==> config.mk <==
export PLATFORM = sky130hd
export DESIGN_NAME = sim_uart_tx_bridge
export DESIGN_NICKNAME = d
export VERILOG_FILES = /design/src/rtl/sim_uart_pkg.sv /design/src/rtl/sim_uart_fifo.sv /design/src/rtl/sim_uart_tx_bridge.sv
export SDC_FILE = /design/constraint.sdc
export NUM_CORES = 1
export LEC_CHECK = 0
export CORE_UTILIZATION = 54
export CTS_CLUSTER_DIAMETER = 100
export DETAILED_ROUTE_END_ITERATION = 12
export GPL_ROUTABILITY_DRIVEN = 0
export HOLD_SLACK_MARGIN = 0.15
export PLACE_DENSITY = 0.77
export SYNTH_ARGS = -nofsm -noshare
export SYNTH_HDL_FRONTEND = slang
export SYNTH_SLANG_ARGS = --single-unit
==> constraint.sdc <==
create_clock -name clock -period 3.7 [get_ports clock]
set_clock_uncertainty 0.2 [all_clocks]
set_input_delay 0.74 -clock clock [delete_from_list [all_inputs] [get_ports clock]]
set_output_delay 0.74 -clock clock [all_outputs]
set_load 0.05 [all_outputs]
==> src/rtl/sim_uart_pkg.sv <==
// Shared register offsets, STATUS bit positions and TX state encoding for the
// SimTop console bridge.
package sim_uart_pkg;

  localparam logic [7:0] UART_TXDATA  = 8'h00;
  localparam logic [7:0] UART_STATUS  = 8'h04;
  localparam logic [7:0] UART_RXDATA  = 8'h08;
  localparam logic [7:0] UART_TRAP    = 8'h0C;
  localparam logic [7:0] UART_TXCOUNT = 8'h10;

  localparam int STAT_EMPTY     = 0;
  localparam int STAT_FULL      = 1;
  localparam int STAT_TRAP_PEND = 2;
  localparam int STAT_HALTED    = 3;
  localparam int STAT_COUNT_LSB = 8;

  typedef enum logic [1:0] {
    IDLE   = 2'd0,
    PACE   = 2'd1,
    HALTED = 2'd2
  } uart_tx_state_e;

endpackage

==> src/rtl/sim_uart_fifo.sv <==
// Synchronous FIFO with an explicit occupancy counter; full/empty come from the
// counter so the pointers can wrap naturally at log2(DEPTH) bits.
module sim_uart_fifo #(
  parameter int DEPTH = 16,
  parameter int WIDTH = 8,
  localparam int AW = $clog2(DEPTH)
) (
  input  logic             clock,
  input  logic             reset,
  input  logic             i_push,
  input  logic [WIDTH-1:0] i_wdata,
  input  logic             i_pop,
  output logic [WIDTH-1:0] o_rdata,
  output logic [AW:0]      o_count,
  output logic             o_full,
  output logic             o_empty
);

  logic [WIDTH-1:0] r_mem [DEPTH];
  logic [AW-1:0]    r_wr_ptr;
  logic [AW-1:0]    r_rd_ptr;
  logic [AW:0]      r_count;
  logic             w_push;
  logic             w_pop;

  assign o_full  = (r_count == (AW+1)'(DEPTH));
  assign o_empty = (r_count == '0);
  assign o_count = r_count;
  assign o_rdata = r_mem[r_rd_ptr];

  assign w_push = i_push && !o_full;
  assign w_pop  = i_pop && !o_empty;

  always_ff @(posedge clock or posedge reset) begin
    if (reset) begin
      r_wr_ptr <= '0;
      r_rd_ptr <= '0;
      r_count  <= '0;
    end else begin
      if (w_push) r_wr_ptr <= r_wr_ptr + 1'b1;
      if (w_pop)  r_rd_ptr <= r_rd_ptr + 1'b1;
      case ({w_push, w_pop})
        2'b10:   r_count <= r_count + 1'b1;
        2'b01:   r_count <= r_count - 1'b1;
        default: r_count <= r_count;
      endcase
    end
  end

  always_ff @(posedge clock) begin
    if (w_push) r_mem[r_wr_ptr] <= i_wdata;
  end

endmodule

==> src/rtl/sim_uart_tx_bridge.sv <==
// MMIO console bridge: buffers TX characters, paces emission, emits the trap marker last.
// Optional TX statistics counter at 0x10 is built when SIM_UART_TX_STATS_EN is defined.
module sim_uart_tx_bridge
  import sim_uart_pkg::*;
#(
  parameter int FIFO_DEPTH  = 16,
  parameter int PACE_CYCLES = 0,
  parameter int ADDR_W      = 5
) (
  input  logic              clock,
  input  logic              reset,
  input  logic              req_valid,
  output logic              req_ready,
  input  logic              req_write,
  input  logic [ADDR_W-1:0] req_addr,
  input  logic [31:0]       req_wdata,
  output logic              resp_valid,
  output logic [31:0]       resp_rdata,
  output logic              io_uart_out_valid,
  output logic [7:0]        io_uart_out_ch,
  output logic              io_uart_in_valid,
  input  logic [7:0]        io_uart_in_ch
);

  localparam int CW = $clog2(FIFO_DEPTH) + 1;
  localparam int PW = (PACE_CYCLES > 1) ? $clog2(PACE_CYCLES) : 1;
  localparam logic [PW-1:0] PACE_LOAD = PW'((PACE_CYCLES > 0) ? PACE_CYCLES - 1 : 0);

  uart_tx_state_e r_state;
  uart_tx_state_e w_state_nxt;

  logic [ADDR_W-1:0] w_off;
  logic              w_sel_tx, w_sel_status, w_sel_rx, w_sel_trap, w_sel_txcount;
  logic              w_accept, w_rd, w_wr;
  logic              w_push, w_pop, w_trap_wr, w_trap_emit, w_pace_load;
  logic              w_full, w_empty, w_halted;
  logic [CW-1:0]     w_count;
  logic [7:0]        w_count8;
  logic [7:0]        w_fifo_rdata;
  logic [31:0]       w_status, w_rdata, w_tx_count;
  logic              w_out_valid;
  logic [7:0]        w_out_ch;
  logic              r_trap_pending;
  logic [6:0]        r_trap_code;
  logic [PW-1:0]     r_pace_cnt;
  logic              r_resp_valid;
  logic [31:0]       r_resp_rdata;
  logic              w_unused;

  assign w_off         = {req_addr[ADDR_W-1:2], 2'b00};
  assign w_sel_tx      = (w_off == ADDR_W'(UART_TXDATA));
  assign w_sel_status  = (w_off == ADDR_W'(UART_STATUS));
  assign w_sel_rx      = (w_off == ADDR_W'(UART_RXDATA));
  assign w_sel_trap    = (w_off == ADDR_W'(UART_TRAP));
  assign w_sel_txcount = (w_off == ADDR_W'(UART_TXCOUNT));
  assign w_unused      = ^{req_addr[1:0], req_wdata[31:7]};

  assign w_halted  = (r_state == HALTED);
  // Only a TXDATA write into a full FIFO stalls; once halted those writes are dropped anyway.
  assign req_ready = !reset && !(req_write && w_sel_tx && w_full && !w_halted);
  assign w_accept  = req_valid && req_ready;
  assign w_rd      = w_accept && !req_write;
  assign w_wr      = w_accept && req_write;
  assign w_push    = w_wr && w_sel_tx && !r_trap_pending && !w_halted;
  assign w_trap_wr = w_wr && w_sel_trap && !r_trap_pending && !w_halted;

  assign io_uart_in_valid = w_rd && w_sel_rx;

  sim_uart_fifo #(
    .DEPTH (FIFO_DEPTH),
    .WIDTH (8)
  ) u_fifo (
    .clock   (clock),
    .reset   (reset),
    .i_push  (w_push),
    .i_wdata ({1'b0, req_wdata[6:0]}),
    .i_pop   (w_pop),
    .o_rdata (w_fifo_rdata),
    .o_count (w_count),
    .o_full  (w_full),
    .o_empty (w_empty)
  );

  assign w_count8 = 8'(w_count);

  always_comb begin
    w_status = '0;
    w_status[STAT_EMPTY]              = w_empty;
    w_status[STAT_FULL]               = w_full;
    w_status[STAT_TRAP_PEND]          = r_trap_pending;
    w_status[STAT_HALTED]             = w_halted;
    w_status[STAT_COUNT_LSB +: 8]     = w_count8;
  end

  always_comb begin
    w_rdata = '0;
    if (w_rd) begin
      if (w_sel_status)       w_rdata = w_status;
      else if (w_sel_rx)      w_rdata = {24'b0, io_uart_in_ch};
      else if (w_sel_txcount) w_rdata = w_tx_count;
    end
  end

`ifdef SIM_UART_TX_STATS_EN
  logic [31:0] r_tx_count;
  always_ff @(posedge clock or posedge reset) begin
    if (reset)      r_tx_count <= '0;
    else if (w_pop) r_tx_count <= r_tx_count + 32'd1;
  end
  assign w_tx_count = r_tx_count;
`else
  assign w_tx_count = '0;
`endif

  always_ff @(posedge clock or posedge reset) begin
    if (reset) begin
      r_resp_valid <= 1'b0;
      r_resp_rdata <= '0;
    end else begin
      r_resp_valid <= w_accept;
      r_resp_rdata <= w_rdata;
    end
  end

  assign resp_valid = r_resp_valid;
  assign resp_rdata = r_resp_rdata;

  always_ff @(posedge clock or posedge reset) begin
    if (reset) begin
      r_trap_pending <= 1'b0;
      r_trap_code    <= '0;
    end else if (w_trap_wr) begin
      r_trap_pending <= 1'b1;
      r_trap_code    <= req_wdata[6:0];
    end else if (w_trap_emit) begin
      r_trap_pending <= 1'b0;
    end
  end

  always_ff @(posedge clock or posedge reset) begin
    if (reset) r_state <= IDLE;
    else       r_state <= w_state_nxt;
  end

  // The trap is only considered from IDLE with an empty FIFO, which keeps it behind all data.
  always_comb begin
    w_state_nxt = r_state;
    w_pop       = 1'b0;
    w_out_valid = 1'b0;
    w_out_ch    = '0;
    w_trap_emit = 1'b0;
    w_pace_load = 1'b0;
    case (r_state)
      IDLE: begin
        if (!w_empty) begin
          w_pop       = 1'b1;
          w_out_valid = 1'b1;
          w_out_ch    = w_fifo_rdata;
          if (PACE_CYCLES > 0) begin
            w_pace_load = 1'b1;
            w_state_nxt = PACE;
          end
        end else if (r_trap_pending) begin
          w_out_valid = 1'b1;
          w_out_ch    = {1'b1, r_trap_code};
          w_trap_emit = 1'b1;
          w_state_nxt = HALTED;
        end
      end
      PACE: begin
        if (r_pace_cnt == '0) w_state_nxt = IDLE;
      end
      HALTED: w_state_nxt = HALTED;
      default: w_state_nxt = IDLE;
    endcase
  end

  always_ff @(posedge clock or posedge reset) begin
    if (reset)                                 r_pace_cnt <= '0;
    else if (w_pace_load)                      r_pace_cnt <= PACE_LOAD;
    else if (r_state == PACE && r_pace_cnt != '0) r_pace_cnt <= r_pace_cnt - 1'b1;
  end

  assign io_uart_out_valid = w_out_valid;
  assign io_uart_out_ch    = w_out_ch;

endmodule
# == Word-level counts from Yosys, hierarchy flattened ==
# Memory sizes are Yosys's and may differ from the RTL's.
# Cells that the tools add are included.
# word_totals
register_bits,57
ram_bits,112
output_inout_bits,44
wordCells,78
memories,1
# mem_list
memory,words,width,read_ports,rd_clocked_by_memory_dff,wr,line_no,rtl
u_fifo.r_mem,16,7,1,0,1,sim_uart_fifo.sv:19,logic [WIDTH-1:0] r_mem [DEPTH];
# classes
add_sub_neg,5
eq_ne,11
n_mux,22
n_reduce_logical,30
# op_table
operator,n
8-bit two-way mux,4
13-bit two-way mux,2
1-bit logical AND,17
1-bit two-way mux,11
5-bit logical NOT,2
5-bit case mux with 2 select lines,1
"4-bit by 1-bit adder with 4-bit output, second input constant",2
1-bit logical NOT,7
"3-bit by 2-bit == test with 1-bit output, second input constant",2
2-bit two-way mux,3
2-bit case mux with 3 select lines,1
"5-bit by 1-bit adder with 5-bit output, second input constant",1
"5-bit == test, second input constant",1
"5-bit by 1-bit subtractor with 5-bit output, second input constant",1
"2-bit by 1-bit == test with 1-bit output, second input constant",2
"2-bit == test, second input constant",2
"2-bit != test, second input constant",2
2-bit nonzero test,2
"3-bit by 1-bit == test with 1-bit output, second input constant",1
3-bit AND reduction,1
2-bit logical NOT,1
"2-bit by 1-bit != test with 1-bit output, second input constant",1
"1-bit subtractor, second input constant",1

# == Logic depth before layout (Yosys ltp) ==
# logic_depth
word_depth,14
depth_mapped,14

# == Modules after synthesis ==
# Synthesis repeated with hierarchy kept, for this count alone.
# unflattened
cells_unflattened,446
area_unflattened_um2,7000.5
# by_module_without_submodules
module,n_inst,cells_each,area_per_inst_um2,seq_area_each_um2
sim_uart_fifo,1,333,5796.8,4169.0
sim_uart_tx_bridge,1,113,1203.7,575.6

# == Least setup slack after synthesis ==
# OpenSTA, ideal clock, no wires.
# synth_path
path_kind,input -> register
start,input port req_valid
end,register u_fifo.r_count[2] (netlist: u_fifo.o_count[2])
setup_ps,125
arrival_ps,3126
required_ps,3375
setup_slack_ps,249
path_stages,13
path_buffers,2
cell_sequence,or2b_2 -> a2111oi_2 -> and2_4 -> buf_8 -> inv_1 -> ha_1 -> clkbuf_1 -> xor2_1 -> ha_1 -> a21oi_1 -> xor2_1 -> nor2_1 -> xor2_1
# synth_between
elab_chain_cells,8
elab_cells_between_ends,10
classes_between,2 x eq/ne; 1 x mux; 7 x reduce/logical
# synth_lines
item,line_no,rtl
start: declaration,sim_uart_tx_bridge.sv:12,"input logic req_valid,"
1-bit logical AND (*),sim_uart_tx_bridge.sv:61,assign w_accept = req_valid && req_ready;
1-bit logical AND (*),sim_uart_tx_bridge.sv:63,assign w_wr = w_accept && req_write;
1-bit logical AND (*) (3 in a row),sim_uart_tx_bridge.sv:64,assign w_push = w_wr && w_sel_tx && !r_trap_pending && !w_halted;
1-bit logical AND (*),sim_uart_fifo.sv:31,assign w_push = i_push && !o_full;
2-bit by 1-bit == test with 1-bit output or 2-bit == test (tied branches),sim_uart_fifo.sv:42,"case ({w_push, w_pop})"
5-bit case mux with 2 select lines or 2-bit nonzero test (tied branches),-,
end signal: assignment,sim_uart_fifo.sv:43,2'b10: r_count <= r_count + 1'b1;
end signal: assignment,sim_uart_fifo.sv:44,2'b01: r_count <= r_count - 1'b1;
end signal: assignment,sim_uart_fifo.sv:45,default: r_count <= r_count;
end: declaration,sim_uart_fifo.sv:22,logic [AW:0] r_count;
# Mark *: on every way between the ends. The rest lies on a longest branch, timed or not.
# A chain may end at the register's enable or synchronous reset.

# == Worst setup path after layout ==
# layout_path
start,register u_fifo.r_count[2] (netlist: u_fifo.o_count[2])
end,output port io_uart_out_ch[7]
# layout_between
elab_chain_cells,3
# layout_lines
item,line_no,rtl
5-bit logical NOT,sim_uart_fifo.sv:27,assign o_empty = (r_count == '0);
8-bit two-way mux,sim_uart_tx_bridge.sv:155,if (!w_empty) begin
8-bit two-way mux,sim_uart_tx_bridge.sv:153,case (r_state)
end: declaration,sim_uart_tx_bridge.sv:20,"output logic [7:0] io_uart_out_ch,"
# Every way passes these cells.

==> impl_metrics.ini <==
[clocking]
holdBufCountCts = 0
cts.sinks = 148
cts-root-buf = clkbuf_16
postCtsSetupRepairBufs = 0
clk_pin_slew_ns = 0.06
clk_latency_ns = 0.42
htreeDepth = 4
cts.path.max_buffers = 2
post_cts_resized = 0
cts_buffers = 17
cts_tree = done

[timing]
setup_violations = 0
finalHoldViolCount = 0
tightest_slew_ns = 0.801
slew_violations = 0
min_period_ns = 3.56
slew_headroom = 0.461
fmax_mhz = 281
fin_crit_sh = 0.963
worst_slack_ns = 0.137
setup_tns_ns = 0
grt_setup_unrepaired = false

[pwr]
total_power_w = 0.00547
ir_drop_uv = 705
leakage_nw = 2.77
powerDensity_nw_per_um2 = 734

[logic_synthesis]
ys_ff_latch = 148
syn_inst = 355
async_reset_ff_frac = 0.243
syn_area_um2 = 6250
avgSynthCellArea_um2 = 17.6
synth_cell_types = 47
yosysTopAreaCell = edfxtp_1
yosysSeqAreaShare = 0.682
synth.area.top_cells = edfxtp_1 (54%), dfrtp_1 (14%), mux4_2 (10%)
synth.most_common_cell = edfxtp_1
synth_edf_count = 112
yosysWarnings = 0
ys.flop_type = edfxtp_1
synth_top_area_frac = 0.538
yosys-top-cells-count = edfxtp_1 (112), dfrtp_1 (36), mux4_2 (28)

[floorplan]
die_w_um = 110
ioPinCount = 93
die_area_um2 = 12000
rows = 38
start_util = 0.564
core_um2 = 11100
die_y_um = 110

[critical_path]
cp_data_arrival_time_ns = 2.62
endpoint_kind = output pin
crit_type = register to output pin
cp.required_ns = 2.76
critPathLaunchType = register
critPathMaxFanout = 11
rrSetupSlack_ns = 0.35

[global_routing]
grt_start_max_net_pins = 37
antenna_found_initial = 0
grt_usage = 0.233
grt_pass1_wl_mm = 19.4
grt_pass1_vias = 3394
overflow = 0

[route]
wl_met1_mm = 5.31
drc = 0
dr_wl_met2_mm = 6.15
vias = 3338
viasPerCell = 5.83
first_pass_iters = 4
dr_wl_met3_um = 751
top_layer = met4
routed_wl_mm = 12.4
wire_per_inst_um = 21.7
drt_iter0_drc = 288
ant_nets = 0

[finish]
fin_area_um2 = 7460
diodes = 0
areaGrowthSynthToFinish_pct = 19.3
stdcell_count = 573
n_fill_cell = 709
nets = 477
final_layout_size_suffix_gt1_frac = 0.266

[placement]
dp_hpwl_mm = 7.62
dpl_cell_area_um2 = 6850
port_buffers = 46
dp.cells = 541
post-place-ws_ns = 0.0400

[worst_hold_path]
hold_path.class = register to register

[outcome]
outcome = completed

[job]
cap_viol_max_count = 0
[routing by layer]
metal,global-route usage,vias to the layer above
met3,0.0652,15
li1,-,1469
met5,0,-
met2,0.349,142
met1,0.331,1712
met4,0.0810,0
[power breakdown]
part	internal (W)	switching, W	total [W]
combinational	0.000731	0.000903	0.00163
clock	0.00113	0.000660	0.00178
sequential	0.00189	0.000167	0.00205
[critical path: stages, from the launching register on]
cell and delay [ns]:
dfrtp_1 0.50, or4_4 0.62, nor4_4 0.20, clkdlybuf4s50_1 0.88
[cells in the final DEF, fill, tap and decap left out, types with 4 or more instances in the layout]
cell / synthesis / routed
bufinv_16: 0 / 4
mux2i_1: 7 / 7
inv_1: 7 / 7
clkdlybuf4s50_1: 0 / 37
edfxtp_1: 112 / 112
a21oi_1: 5 / 5
nor2b_1: 7 / 7
a221o_1: 7 / 7
ha_1: 8 / 8
conb_1: 1 / 19
clkbuf_16: 0 / 17
nor2_1: 14 / 14
clkinvlp_4: 0 / 5
nand2_1: 5 / 5
mux2_2: 16 / 16
nand3_1: 4 / 4
xor2_1: 4 / 4
buf_4: 19 / 21
xnor2_1: 8 / 8
and2_1: 10 / 10
and3_2: 7 / 7
mux4_2: 28 / 28
dfrtp_1: 36 / 35
and3_1: 8 / 8
[final timing paths]
| path | cells past startpoint | end | from |
|---|---|---|---|
| worst max-delay path | 3 | io_uart_out_ch[7] | u_fifo.o_count[2] |
| worst min-delay path | 1 | r_trap_code[0] | r_trap_code[0] |
| worst max register to register | 9 | u_fifo.o_count[4] | u_fifo.o_count[2] |
| worst min register to register | 1 | r_trap_code[0] | r_trap_code[0] |
| max in group asynchronous | 3 | u_fifo.r_rd_ptr[2] | reset |
| min in group asynchronous | 3 | resp_rdata[10] | reset |
[cell families (layout without fill, tap and decap cells)]
| family | Yosys count | count (layout) | share of synthesized area |
|---|---|---|---|
| AO/OA/AOI/OAI | 25 | 25 | 0.0326 |
| XOR/XNOR | 12 | 12 | 0.0168 |
| adder cells (fa/ha/maj) | 8 | 8 | 0.0160 |
| buffers and inverters | 39 | 99 | 0.0390 |
| flip-flops | 148 | 148 | 0.682 |
| multiplexers | 51 | 51 | 0.141 |
| other | 1 | 19 | 0.000600 |
| AND/OR/NAND/NOR | 71 | 71 | 0.0719 |
[sequential cells by signal (all words and copies together), names as in the netlist]
register	cells
u_fifo.r_wr_ptr	4
resp_valid	1
r_state	1
r_trap_pending	1
u_fifo.r_mem	112
r_trap_code	7
u_fifo.o_count	5
u_fifo.r_rd_ptr	4
resp_rdata	13
[per-stage QoR]
step	utilization	hold WS, ns
floorplan	-	0.281
global placement	0.618	0.294
detailed placement	0.618	0.303
CTS	0.673	0.316
global route	0.673	0.337
finish	0.673	0.321
[layout make-up]
type / count / area [µm²] / share of cell area
well taps: 140 / 175 / 0.0235
inverters: 7 / 26.3 / 0.00352
multi-input cells: 186 / 1810 / 0.243
repair buffers: 60 / 568 / 0.0761
clock inverters: 13 / 181 / 0.0243
flip-flops and latches: 148 / 4270 / 0.572
clock buffers: 19 / 433 / 0.0580
Note: power is estimated with default switching activity, not from simulation.
==> patch 1, RTL diff (same settings) <==
Take the reset off `r_resp_rdata` and load it in a clocked block of its own.
--- a/src/rtl/sim_uart_tx_bridge.sv
+++ b/src/rtl/sim_uart_tx_bridge.sv
@@ -117,7 +117,9 @@
       r_resp_valid <= 1'b0;
-      r_resp_rdata <= '0;
     end else begin
       r_resp_valid <= w_accept;
-      r_resp_rdata <= w_rdata;
     end
+  end
+
+  always_ff @(posedge clock) begin
+    r_resp_rdata <= w_rdata;
   end
Function: differs if reset is asserted again (counterexample within 4 cycles, from zero or initial values and one cycle with reset high); with reset held inactive, the same outputs for 10 cycles.
==> patch 1 against the original RTL <==
Count of clock-buffer cells in the layout is 2 lower; hold slack worse by 7.4 ps; via count is 1.6% lower; total power is 2.0% lower; wire length is 4.5% lower; synthesized area is 1.9% lower; worst setup slack better by 51 ps; cell area is 0.12% lower; first-iteration DRC count is 17% lower; register-to-register slack better by 430 ps; sequential cell count stayed put; critical path type unchanged; highest routed layer unchanged.
==> patch 1: results (changes against the original RTL) <==
drt:
  routedWlPerCell_um: 20.1  # was 21.7 um
  postRouteWirelength_um: 11800  # was 12400 um
  drt_first_iter_violations: 240  # was 288
  viasPerCell: 5.57  # was 5.83
worst_setup_path:
  cp_max_fo: 7  # was 11
  reg2reg_depth: 10  # was 9
  worst_path_largest_cell_delay_ps: 720  # was 880 ps
  critical-path-top-delay-family: "simple AND/OR/NAND/NOR gates"  # was buffers and inverters
  r2r_start: "r_state[1]"  # was u_fifo.o_count[2]
  crit_path_start: "u_fifo.o_count[0]"  # was u_fifo.o_count[2]
  regToRegSetupSlack_ps: 780  # was 350 ps
  crit_path_end: "io_uart_out_valid"  # was io_uart_out_ch[7]
grt:
  grt_pass1_vias: 3309  # was 3394
  grt_max_degree: 30  # was 37
  grt_pass1_wl_um: 18000  # was 19400 um
  track_usage: 0.217  # was 0.233
  grt_antenna_before_repair: 0  # unchanged
power_and_ir_drop:
  combPwrFrac: 0.305  # was 0.299
  switching_share: 0.329  # was 0.316
  ir_drop_mv: 0.508  # was 0.705 mV
  p_leak_nw: 2.69  # was 2.77 nW
  p_int_mw: 3.60  # was 3.74 mW
finish:
  seq_cells: 148  # unchanged
  final_area_sq_um: 7450  # was 7460 sq um
  clkCellAreaFrac: 0.0791  # was 0.0824
  bufAreaShareNonClock: 0.0917  # was 0.0761
  nets: 494  # was 477
  drive_gt1_frac: 0.264  # was 0.266
  regArea_sq_um: 4200  # was 4270 sq um
  buffers: 72  # was 60
  multi_input_gates: 191  # was 186
  nFillCells: 748  # was 709
  multiInputGateArea_sq_um: 1780  # was 1810 sq um
yosys:
  synth_xor_area_frac: 0.0171  # was 0.0168
  syn_inst: 362  # was 355
  synth_common_cells: "112 x edfxtp_1, 28 x mux4_2, 27 x nor2_1, 23 x dfrtp_1, 19 x buf_4"  # was 112 x edfxtp_1, 36 x dfrtp_1, 28 x mux4_2, 19 x buf_4, 16 x mux2_2
  synth_compound_area_frac: 0.0363  # was 0.0326
  synthArstFlopShare: 0.155  # was 0.243
  yosysSeqAreaShare: 0.685  # was 0.682
  synth-adder-area-share: 0.0163  # was 0.0160
place:
  place_area_sq_um: 6860  # was 6850 sq um
  dp_hpwl_um: 7490  # was 7620 um
  pre_cts_ws_ps: 70.1  # was 40.0 ps
floorplan:
  die_area_sq_um: 11800  # was 12000 sq um
run_status:
  status: "finished, final reports clean"  # unchanged
clock_network:
  clkLatencyLatePin_ps: 400  # was 420 ps
timing:
  timing.slew.headroom: 0.320  # was 0.461
## patch 1: cell types whose count changed in the layout (fill, tap and decap cells not counted), moves of 5 or more
cell / change
and3_1: -7
buf_4: +10
clkinvlp_4: -5
and3_2: -7
inv_6: +5
dfxtp_1: +13
nor2_1: +13
dfrtp_1: -13
## patch 1: how the worst min path moves through the flow
stage / start / endpoint / slack [ps]
floorplan: r_trap_code[0] / r_trap_code[0] / 280
global placement: r_trap_code[3] / r_trap_code[3] / 290
detailed placement: r_trap_code[5] / r_trap_code[5] / 300
CTS: r_trap_code[1] / r_trap_code[1] / 310
global route: r_trap_code[5] / r_trap_code[5] / 330
finish: r_trap_code[5] / r_trap_code[5] / 310
## patch 1: layer usage
| layer | vias up | global-route usage | wire length, um |
|---|---|---|---|
| met5 | - | 0 | 0 |
| met4 | 0 | 0.0888 | 258 |
| met3 | 20 | 0.0464 | 764 |
| met2 | 124 | 0.357 | 6100 |
| met1 | 1645 | 0.282 | 4720 |
| li1 | 1497 | - | - |
==> patch 2, RTL diff (same flow settings) <==
Made on the original files. `FIFO_DEPTH`: 16 -> 8.
--- a/src/rtl/sim_uart_tx_bridge.sv
+++ b/src/rtl/sim_uart_tx_bridge.sv
@@ -5,3 +5,3 @@
 #(
-  parameter int FIFO_DEPTH  = 16,
+  parameter int FIFO_DEPTH  = 8,
   parameter int PACE_CYCLES = 0,
Behaviour: same outputs for any inputs over 10 cycles, from zero or initial values and one cycle with reset high; that may be too few to reach the edited logic, so the function may still have changed.
==> patch 2 against the original RTL <==
Sequential cell count decreased by 60; sequential power decreased by 48%; die area decreased by 39%; critical path depth increased by 1; cell area decreased by 39%; combinational power decreased by 92%; global-route usage decreased by 2.8 points; wire length decreased by 45%; worst setup slack improved by 210 ps; synthesized area decreased by 39%; clock power decreased by 64%; total power decreased by 66%; critical path type unchanged; largest power group unchanged; highest routed layer unchanged.
==> patch 2: results (changes against the original RTL) <==
run_status:
  status: "finished, final reports clean"  # unchanged
clock_network:
  ctsHtreeMaxLevel: 3  # was 4
  root_buffer: "clkbuf_8"  # was clkbuf_16
  clockBufferDepth: 2  # unchanged
  cts_setup_buffers: 0  # unchanged
  cts_inserted_buffers: 9  # was 17
  clkLatencyLatePin_ps: 360  # was 420 ps
  clk_pin_slew_ps: 100  # was 60 ps
  cts_resized: 0  # unchanged
yosys:
  netlist_top_cells_area: "edfxtp_1 44%, dfrtp_1 21%, mux4_2 8.3%, buf_4 4.2%, mux2_2 3.0%"  # was edfxtp_1 54%, dfrtp_1 14%, mux4_2 10%, mux2_2 2.9%, buf_4 2.3%
  syn_inst: 235  # was 355
  yosysWarnings: 0  # unchanged
  synth_cell_types: 34  # was 47
  yosysSeqAreaShare: 0.653  # was 0.682
  synth_common_cells: "56 x edfxtp_1, 32 x dfrtp_1, 21 x buf_4, 14 x mux4_2, 12 x nor2_1"  # was 112 x edfxtp_1, 36 x dfrtp_1, 28 x mux4_2, 19 x buf_4, 16 x mux2_2
  synth_edf_count: 56  # was 112
  synthArstFlopShare: 0.364  # was 0.243
finish:
  drive_gt1_frac: 0.235  # was 0.266
  regMostFlops: "u_fifo.r_mem"  # unchanged
  nFillCells: 470  # was 709
  antennaDiodeCount: 0  # unchanged
  instances_no_fill: 402  # was 573
  largest_reg_flops: 56  # was 112
  nets: 355  # was 477
place:
  portBuffers: 45  # was 46
  dp_hpwl_um: 4710  # was 7620 um
  pre_cts_ws_ps: 268  # was 40.0 ps
  placed_cells: 386  # was 541
timing:
  worst_pin_slew_ps: 771  # was 801 ps
  post-route-period-util: 0.907  # was 0.963
worst_setup_path:
  regToRegSetupSlack_ps: 1070  # was 350 ps
  slowest_stage: "clkdlybuf4s50_1"  # unchanged
  worst_path_largest_cell_delay_ps: 850  # was 880 ps
  critical-path-top-delay-family: "buffers and inverters"  # unchanged
  crit_arrival_ps: 2420  # was 2620 ps
  cp_max_fo: 6  # was 11
drt:
  first_pass_iters: 4  # unchanged
  wl_met1_um: 2920  # was 5310 um
  vias: 2093  # was 3338
  dr.max_layer_used: "met4"  # unchanged
  postRouteWirelength_um: 6870  # was 12400 um
  drt_first_iter_violations: 78  # was 288
  wl_met3_um: 393  # was 751 um
  met2_length_um: 3430  # was 6150 um
grt:
  grt_antenna_before_repair: 0  # unchanged
  grt_max_degree: 24  # was 37
  grt_pass1_wl_um: 10700  # was 19400 um
  globalRouteOverflowTotal: 0  # unchanged
  track_usage: 0.205  # was 0.233
  grt_pass1_vias: 2087  # was 3394
power_and_ir_drop:
  p_leak_nw: 1.75  # was 2.77 nW
  ir_drop_mv: 0.333  # was 0.705 mV
hold_path:
  hold_class: "reg -> reg"  # unchanged
-- patch 2: cell families after synthesis --
kind of cell	after synthesis	share of synthesized area
flip-flops	88	0.653
AND/OR/NAND/NOR	55	0.101
buffers and inverters	29	0.0504
AO/OA/AOI/OAI	24	0.0438
multiplexers	24	0.113
XOR/XNOR	9	0.0208
adder cells (fa/ha/maj)	5	0.0165
other	1	0.000987
-- patch 2: per-stage QoR --
step / hold slack, ps / utilization / total power [mW] / area, sq um
after floorplan: 257 / - / 1.18 / 3870
after global placement: 278 / 0.644 / 1.21 / 4380
after detailed placement: 280 / 0.644 / 1.21 / 4380
after CTS: 303 / 0.672 / 1.85 / 4570
after global routing: 327 / 0.672 / 1.90 / 4570
final: 300 / 0.672 / 1.84 / 4570
-- patch 2: area by class of cell --
cell class | count | area share
flip-flops and latches | 88 | 0.543
multi-input cells | 137 | 0.262
repair buffers | 62 | 0.124
clock buffers | 9 | 0.0271
well taps | 96 | 0.0263
clock inverters | 7 | 0.0145
inverters | 3 | 0.00247
-- patch 2: path summary, 6_finish.rpt --
path                                       to  cells past startpoint                from
min reg2reg                u_fifo.r_wr_ptr[2]                      1  u_fifo.r_wr_ptr[2]
max reg2reg                 u_fifo.o_count[2]                     10          r_state[1]
max                         io_uart_out_ch[7]                      4   u_fifo.o_count[2]
min in group asynchronous       resp_rdata[8]                      2               reset
max in group asynchronous  u_fifo.r_rd_ptr[1]                      3               reset
min                        u_fifo.r_wr_ptr[2]                      1  u_fifo.r_wr_ptr[2]
-- patch 2: per-layer routing --
layer  global-route usage  vias to the layer above
met5                    0                        -
li1                     -                      969
met3               0.0549                       12
met4               0.0818                        0
met1                0.267                     1044
met2                0.331                       68
-- patch 2: report_power, final --
| part | switching (mW) | internal [mW] |
|---|---|---|
| registers | 0.00603 | 1.05 |
| logic | 0.0883 | 0.0453 |
| clock network | 0.383 | 0.264 |
| total | 0.477 | 1.36 |
